[src/rtl/morse_capture_sequencer.sv]
// morse_capture_sequencer
// Sequences one Morse capture block: derives its timing thresholds from a
// single unit time, issues the start pulse, turns char/word-end events into
// FIFO entries and re-arms the capture block after every word gap. Entries
// are drained by the downstream decoder over a valid/ready stream.
module morse_capture_sequencer #(
  parameter int PULSE_CNT_W   = 16,
  parameter int MORSE_LEN_W   = 3,
  parameter int MAX_MORSE_LEN = 6,
  parameter int FIFO_DEPTH    = 8
) (
  input  logic                     clk,
  input  logic                     rst_n,
  input  logic                     ce,
  input  logic                     enable,
  input  logic                     flush,
  input  logic [PULSE_CNT_W-1:0]   unit_time,
  input  logic                     signal,
  output logic                     cap_start,
  output logic [PULSE_CNT_W-1:0]   cap_dit_time,
  output logic [PULSE_CNT_W-1:0]   cap_dah_time,
  output logic [PULSE_CNT_W-1:0]   cap_word_time,
  output logic [PULSE_CNT_W-1:0]   cap_tol_time,
  input  logic [MORSE_LEN_W-1:0]   cap_len,
  input  logic [MAX_MORSE_LEN-1:0] cap_dits_dahs,
  input  logic                     cap_error,
  input  logic                     cap_char_end,
  input  logic                     cap_word_end,
  input  logic                     cap_ceo,
  output logic                     out_valid,
  input  logic                     out_ready,
  output logic [MORSE_LEN_W-1:0]   out_len,
  output logic [MAX_MORSE_LEN-1:0] out_dits_dahs,
  output logic                     out_word,
  output logic                     out_error,
  output logic                     busy,
  output logic                     overflow,
  output logic [7:0]               drop_cnt
);

  localparam int ENTRY_W = MORSE_LEN_W + MAX_MORSE_LEN + 2;
  localparam int PTR_W   = (FIFO_DEPTH > 2) ? $clog2(FIFO_DEPTH) : 1;
  localparam logic [PTR_W:0] FIFO_FULL_CNT = (PTR_W + 1)'(FIFO_DEPTH);

  localparam logic [2:0] ST_IDLE    = 3'd0;
  localparam logic [2:0] ST_CONFIG  = 3'd1;
  localparam logic [2:0] ST_ARM     = 3'd2;
  localparam logic [2:0] ST_START   = 3'd3;
  localparam logic [2:0] ST_RUN     = 3'd4;
  localparam logic [2:0] ST_RECOVER = 3'd5;

  // FSM state
  logic [2:0]             state_reg, state_next;
  logic                   char_seen_reg, char_seen_next;
  logic                   word_seen_reg, word_seen_next;
  logic                   char_end_d_reg;
  logic [PULSE_CNT_W-1:0] rec_cnt_reg, rec_cnt_next;
  logic [PULSE_CNT_W:0]   rec_cnt_inc;
  logic                   cfg_load;
  logic                   push_req;
  logic [ENTRY_W-1:0]     push_entry;
  logic                   char_rise, word_rise;

  // Thresholds
  logic [PULSE_CNT_W-1:0] unit_sel;
  logic [PULSE_CNT_W+2:0] dah_wide, word_wide;
  logic [PULSE_CNT_W-1:0] dah_sat, word_sat;
  logic [PULSE_CNT_W-1:0] dit_time_reg, dah_time_reg, word_time_reg, tol_time_reg;

  // FIFO
  logic [ENTRY_W-1:0] mem [FIFO_DEPTH];
  logic [PTR_W-1:0]   wr_ptr_reg, rd_ptr_reg;
  logic [PTR_W:0]     count_reg;
  logic               overflow_reg;
  logic [7:0]         drop_cnt_reg;
  logic               push, push_ok, pop, fifo_full;
  logic [ENTRY_W-1:0] head_entry;

  // A zero unit time would collapse every threshold, so it is promoted to 1.
  // The products are formed three bits wider so overflow is visible.
  assign unit_sel  = (unit_time == '0) ? PULSE_CNT_W'(1) : unit_time;
  assign dah_wide  = {3'b000, unit_sel} + {2'b00, unit_sel, 1'b0};
  assign word_wide = {unit_sel, 3'b000} - {3'b000, unit_sel};
  assign dah_sat   = (|dah_wide[PULSE_CNT_W+2:PULSE_CNT_W])  ? '1 : dah_wide[PULSE_CNT_W-1:0];
  assign word_sat  = (|word_wide[PULSE_CNT_W+2:PULSE_CNT_W]) ? '1 : word_wide[PULSE_CNT_W-1:0];

  assign char_rise   = cap_char_end & ~char_seen_reg;
  assign word_rise   = cap_word_end & ~word_seen_reg;
  assign rec_cnt_inc = {1'b0, rec_cnt_reg} + (PULSE_CNT_W + 1)'(1);

  // Next-state, entry generation and recovery counting, applied on ce
  always_comb begin
    state_next     = state_reg;
    char_seen_next = char_seen_reg;
    word_seen_next = word_seen_reg;
    rec_cnt_next   = rec_cnt_reg;
    cfg_load       = 1'b0;
    push_req       = 1'b0;
    push_entry     = '0;
    if (!enable) begin
      // Leaving a session discards whatever event is on the inputs right now.
      state_next   = ST_IDLE;
      rec_cnt_next = '0;
    end else begin
      case (state_reg)
        ST_IDLE:   state_next = ST_CONFIG;
        ST_CONFIG: begin
          cfg_load   = 1'b1;
          state_next = ST_ARM;
        end
        ST_ARM: begin
          if (!signal) state_next = ST_START;
        end
        ST_START: begin
          char_seen_next = 1'b0;
          word_seen_next = 1'b0;
          state_next     = ST_RUN;
        end
        ST_RUN: begin
          // A falling char_end means a new key-down: the next char_end is fresh.
          if (char_end_d_reg && !cap_char_end) char_seen_next = 1'b0;
          if (cap_ceo) begin
            if (word_rise) begin
              word_seen_next = 1'b1;
              push_req       = 1'b1;
              if (cap_error) begin
                push_entry   = {cap_len, cap_dits_dahs, 1'b1, 1'b1};
                rec_cnt_next = '0;
                state_next   = ST_RECOVER;
              end else if (char_rise) begin
                push_entry = {cap_len, cap_dits_dahs, 1'b1, 1'b0};
                state_next = ST_ARM;
              end else begin
                push_entry = {{MORSE_LEN_W{1'b0}}, {MAX_MORSE_LEN{1'b0}}, 1'b1, 1'b0};
                state_next = ST_ARM;
              end
            end else if (char_rise) begin
              push_req       = 1'b1;
              push_entry     = {cap_len, cap_dits_dahs, 1'b0, cap_error};
              char_seen_next = 1'b1;
            end
          end
        end
        ST_RECOVER: begin
          // Re-arm only after a full word time of uninterrupted idle line.
          if (signal) begin
            rec_cnt_next = '0;
          end else if (rec_cnt_inc >= {1'b0, word_time_reg}) begin
            rec_cnt_next = '0;
            state_next   = ST_ARM;
          end else begin
            rec_cnt_next = rec_cnt_inc[PULSE_CNT_W-1:0];
          end
        end
        default: state_next = ST_IDLE;
      endcase
    end
  end

  // FSM registers advance only on tick enable
  always_ff @(posedge clk or negedge rst_n) begin
    if (!rst_n) begin
      state_reg      <= ST_IDLE;
      char_seen_reg  <= 1'b0;
      word_seen_reg  <= 1'b0;
      char_end_d_reg <= 1'b0;
      rec_cnt_reg    <= '0;
    end else if (ce) begin
      state_reg      <= state_next;
      char_seen_reg  <= char_seen_next;
      word_seen_reg  <= word_seen_next;
      char_end_d_reg <= cap_char_end;
      rec_cnt_reg    <= rec_cnt_next;
    end
  end

  // Thresholds are latched once per session in CONFIG
  always_ff @(posedge clk or negedge rst_n) begin
    if (!rst_n) begin
      dit_time_reg  <= '0;
      dah_time_reg  <= '0;
      word_time_reg <= '0;
      tol_time_reg  <= '0;
    end else if (ce && cfg_load) begin
      dit_time_reg  <= unit_sel;
      dah_time_reg  <= dah_sat;
      word_time_reg <= word_sat;
      tol_time_reg  <= unit_sel >> 1;
    end
  end

  assign cap_start     = (state_reg == ST_START);
  assign busy          = (state_reg != ST_IDLE);
  assign cap_dit_time  = dit_time_reg;
  assign cap_dah_time  = dah_time_reg;
  assign cap_word_time = word_time_reg;
  assign cap_tol_time  = tol_time_reg;

  // FIFO handshake; a push into a full FIFO survives only if a pop frees a slot
  assign push      = ce & push_req;
  assign out_valid = (count_reg != '0);
  assign pop       = out_valid & out_ready;
  assign fifo_full = (count_reg == FIFO_FULL_CNT);
  assign push_ok   = push & (~fifo_full | pop);

  // Entry storage, written at the tail
  always_ff @(posedge clk) begin
    if (push_ok && !flush) mem[wr_ptr_reg] <= push_entry;
  end

  // FIFO pointers, occupancy and drop accounting; flush wins over push/pop
  always_ff @(posedge clk or negedge rst_n) begin
    if (!rst_n) begin
      wr_ptr_reg   <= '0;
      rd_ptr_reg   <= '0;
      count_reg    <= '0;
      overflow_reg <= 1'b0;
      drop_cnt_reg <= '0;
    end else if (flush) begin
      wr_ptr_reg   <= '0;
      rd_ptr_reg   <= '0;
      count_reg    <= '0;
      overflow_reg <= 1'b0;
      drop_cnt_reg <= '0;
    end else begin
      if (push_ok) wr_ptr_reg <= wr_ptr_reg + PTR_W'(1);
      if (pop)     rd_ptr_reg <= rd_ptr_reg + PTR_W'(1);
      case ({push_ok, pop})
        2'b10:   count_reg <= count_reg + (PTR_W + 1)'(1);
        2'b01:   count_reg <= count_reg - (PTR_W + 1)'(1);
        default: count_reg <= count_reg;
      endcase
      if (push && !push_ok) begin
        overflow_reg <= 1'b1;
        if (drop_cnt_reg != 8'hFF) drop_cnt_reg <= drop_cnt_reg + 8'd1;
      end
    end
  end

  // Head entry is shown only while valid so an empty FIFO presents zeros
  assign head_entry = out_valid ? mem[rd_ptr_reg] : '0;
  assign {out_len, out_dits_dahs, out_word, out_error} = head_entry;
  assign overflow = overflow_reg;
  assign drop_cnt = drop_cnt_reg;

endmodule
[config.mk]
export PLATFORM = sky130hd
export DESIGN_NAME = morse_capture_sequencer
export DESIGN_NICKNAME = d
export VERILOG_FILES = /design/src/rtl/morse_capture_sequencer.sv
export SDC_FILE = /design/constraint.sdc
export NUM_CORES = 1
export LEC_CHECK = 0
export ABC_AREA = 1
export BUFFER_PORTS_ARGS = -buffer_cell sky130_fd_sc_hd__buf_2
export CORE_ASPECT_RATIO = 1.75
export CORE_MARGIN = 3
export CORE_UTILIZATION = 50
export DETAILED_ROUTE_END_ITERATION = 7
export GPL_TIMING_DRIVEN = 0
export MAX_ROUTING_LAYER = met4
export PLACE_DENSITY = 0.68
export SLEW_MARGIN = 20
export SYNTH_ARGS = -nofsm -noshare
export SYNTH_HDL_FRONTEND = slang
export SYNTH_SLANG_ARGS = --single-unit
export TNS_END_PERCENT = 1
[constraint.sdc]
create_clock -name clk -period 3.95 [get_ports clk]
set_input_delay 0.79 -clock clk [delete_from_list [all_inputs] [get_ports clk]]
set_output_delay 0.79 -clock clk [all_outputs]
set_load 0.05 [all_outputs]
==> results.cfg <==
[power]
power_mw = 6.94
switching_share_pct = 45.5
p_sw_mw = 3.16
powerDensity_mw_per_mm2 = 575
combPwrFrac_pct = 43.5
clockPowerShare_pct = 22.5
p_int_mw = 3.79
ir_drop_mv = 0.539
leakage_nw = 5.53
seqPwrFrac_pct = 34.0

[drt]
via_count = 8718
drc = 0
drt-wirelength-per-cell_um = 16.8
drt_iter0_drc = 407
dr.pass1.iters = 5
wl_um = 27400
ant_nets = 0
vias_per_cell = 5.35

[floorplan]
io_pins = 123
start_util_pct = 51.1
fp-row-count = 69
die-height_um = 197
die_w_um = 115
core-area_mm2 = 0.0204
die_area_mm2 = 0.0227

[critical_path]
cp_slowest_cell = ha_1
start_kind = input pin
reg2reg_slack_ns = 0.61
worst_setup_path_end_kind = register
timing.critical_path.from = unit_time[8]
crit_fanout = 13
cp.required_ns = 4.26
rr_endpoint = rec_cnt_reg[1]$_DFFE_PN0P_
cp.arrival_ns = 4.06
r2r_cells = 17
crit_end = cap_dah_time[6]$_DFFE_PN0P_
criticalPathCategory = input pin to register
path_cells = buf_2, inv_1, ha_1, nand2_1, nor2_1, nand3_4, clkinvlp_4, buf_12, nor2_2, inv_1, ha_1, a21oi_1, nor2_1, nor2_1, o21ai_0, a21oi_1, nand3_2, nor2_4, a21oi_1
critPathMaxStageDelay_ns = 0.43
regToRegStartpoint = rec_cnt_reg[0]$_DFFE_PN0P_

[clock_network]
clock_sinks = 177
cts_max_level = 4
clkTransAtPathRegs_ns = 0.07
clockBufferDepth = 2
insertion_delay_ns = 0.44
cts_tree = yes
cts-root-buf = clkbuf_16
cts_buffers = 17

[global_routing]
grt_pass1_wl_um = 43300
grt_pass1_vias = 8858
antenna_found_initial = 3
overflow = 0
grt_use_total_pct = 25.4
grt_max_degree = 75

[logic_synthesis]
yosysWarningCount = 0
synth-seq-area-share_pct = 46.7
async_flop_share_pct = 50.3
synth_nets = 1317
postSynthCellCount = 1217
synth_cell_types = 49
avgSynthCellArea_um2 = 8.56
ys_ff_latch = 177
synth_edf_count = 88
netlist_area_mm2 = 0.0104
synth_ff_type = dfrtp_1

[timing]
max_freq_mhz = 267
min_period_over_period_pct = 94.9
max_slew_margin_pct = 40.8
setup_violations = 0
period_needed_ns = 3.75
worst_clock_skew_ns = 0.00918
max_slew.worst_pin.slew_ns = 0.881
final_max_slew_viol_count = 0
fin_setup_tns_ns = 0
hold_violations = 0

[placed_design]
hpwl_um = 21800
place_congestion = 0.958
placedCellCount = 1594
numPortBuffers = 120

[job]
drv_cap = 0

[cells_and_area]
syn2layout_area_growth_pct = 15.9
largest_register = mem
utilization_pct = 59.2
nFillCells = 1883
final_nets = 1465
largest_reg_flops = 88
drive_gt1_share_pct = 18.4
layoutNonFillerInstCount = 1629

[min_path]
min_path_type = input pin to asynchronous set/reset pin

[run_status]
status = finished, final reports clean
-- area by class of cell --
| cell class | instances | area (µm²) | area share [%] |
|---|---|---|---|
| Buffer | 48 | 264 | 2.19 |
| Multi-Input combinational cell | 820 | 4720 | 39.1 |
| Inverter | 171 | 646 | 5.35 |
| Tap cell | 248 | 310 | 2.57 |
| Sequential cell | 177 | 4870 | 40.3 |
| Antenna cell | 3 | 7.51 | 0.0622 |
| Timing Repair Buffer | 130 | 714 | 5.92 |
| Clock buffer | 20 | 457 | 3.78 |
| Clock inverter | 12 | 85.1 | 0.705 |
-- power groups by stage --
stage	logic, mW	registers [mW]	clock network [mW]
6_report	3.02	2.36	1.56
5_1_grt	3.25	2.40	1.66
4_1_cts	3.03	2.36	1.59
3_5_place_dp	3.02	2.40	0
3_3_place_gp	2.98	2.39	0
2_1_floorplan	1.57	3.10	0
-- worst min path at each step --
| stage | slack (ns) | cells past startpoint | startpoint | to |
|---|---|---|---|---|
| after global placement | 0.47 | 1 | overflow$_DFFE_PN0P_ | overflow$_DFFE_PN0P_ |
| after global routing | 0.17 | 1 | rst_n | cap_dit_time[13]$_DFFE_PN0P_ |
| after detailed placement | 0.49 | 2 | cap_dah_time[14]$_DFFE_PN0P_ | cap_dah_time[14]$_DFFE_PN0P_ |
| after CTS | 0.17 | 1 | rst_n | cap_dit_time[13]$_DFFE_PN0P_ |
| after floorplan | 0.49 | 0 | rst_n | cap_dah_time[0]$_DFFE_PN0P_ |
| final | 0.17 | 1 | rst_n | cap_dit_time[13]$_DFFE_PN0P_ |
-- cell usage after synthesis (6+ instances only) --
cell	number	area share [%]
a21oi_1	62	3.0
a21oi_2	10	0.84
a31oi_1	17	1.0
buf_4	16	1.2
clkbuf_1	27	0.97
dfrtp_1	89	21
edfxtp_1	88	25
ha_1	62	7.4
inv_1	167	6.0
nand2_1	176	6.3
nand2_2	8	0.48
nand3_1	45	2.2
nand4_1	15	0.90
nor2_1	176	6.3
nor2_2	6	0.36
nor3_1	25	1.2
o21ai_0	113	5.4
o22ai_1	20	1.2
o22ai_2	10	1.2
xnor2_1	9	0.76
xor2_1	21	1.8
-- through the flow --
stage          hold WS, ns  instance area (µm²)  setup WS (ns)
2_1_floorplan        0.488                10400          0.421
3_3_place_gp         0.472                11300         -0.532
3_5_place_dp         0.491                11500         -0.608
4_1_cts              0.166                12000         0.0223
5_1_grt              0.167                12100       -0.00448
6_report             0.170                12100          0.201
-- layer usage --
layer | GRT usage, % | vias to the layer above | part of all wire (%)
met5 | - | - | 0
met2 | 48.1 | 230 | 56
met3 | 4.70 | 88 | 4.1
met1 | 23.1 | 4049 | 34
li1 | - | 4351 | -
met4 | 14.0 | 0 | 5.3
-- placed cells by master, fill, tap and decap left out, types with 4 or more instances in the layout --
cell	instances
nand2_1	176
inv_1	166
nor2_1	166
buf_2	123
o21ai_0	112
dfrtp_1	89
edfxtp_1	88
a21oi_1	62
ha_1	61
nand3_1	45
clkbuf_1	27
buf_4	24
xor2_1	21
o22ai_1	20
nor3_1	17
a31oi_1	17
clkbuf_16	17
nand4_1	15
nor2_2	14
o22ai_2	10
a21oi_2	10
xnor2_1	9
nand2_2	8
nor3_2	8
clkinvlp_4	5
a21o_1	5
nor2_4	4
-- repair_timing --
action                                 CTS  global route
hold buffers                             0             0
pin swaps                                0             1
setup endpoints to repair               23            31
buffers inserted                         0             1
resized for setup                        0            15
endpoints found under the hold margin    0             0
-- worst max-delay path, delay by kind of cell --
family          cells  cell delay, ns
fa+ha+maj           2            0.63
simple gates        8            1.36
compound gates      4            0.64
buf+inv             5            0.63
-- logic make-up after synthesis --
kind of cell	count (synthesis)	synth area share [%]
AO/OA/AOI/OAI	256	14.4
XOR/XNOR	30	2.52
adder cells (fa/ha/maj)	64	7.83
buffers and inverters	220	8.73
flip-flops	177	46.7
other	1	0.0360
AND/OR/NAND/NOR	469	19.7
Power figures use the tool's default switching activity.
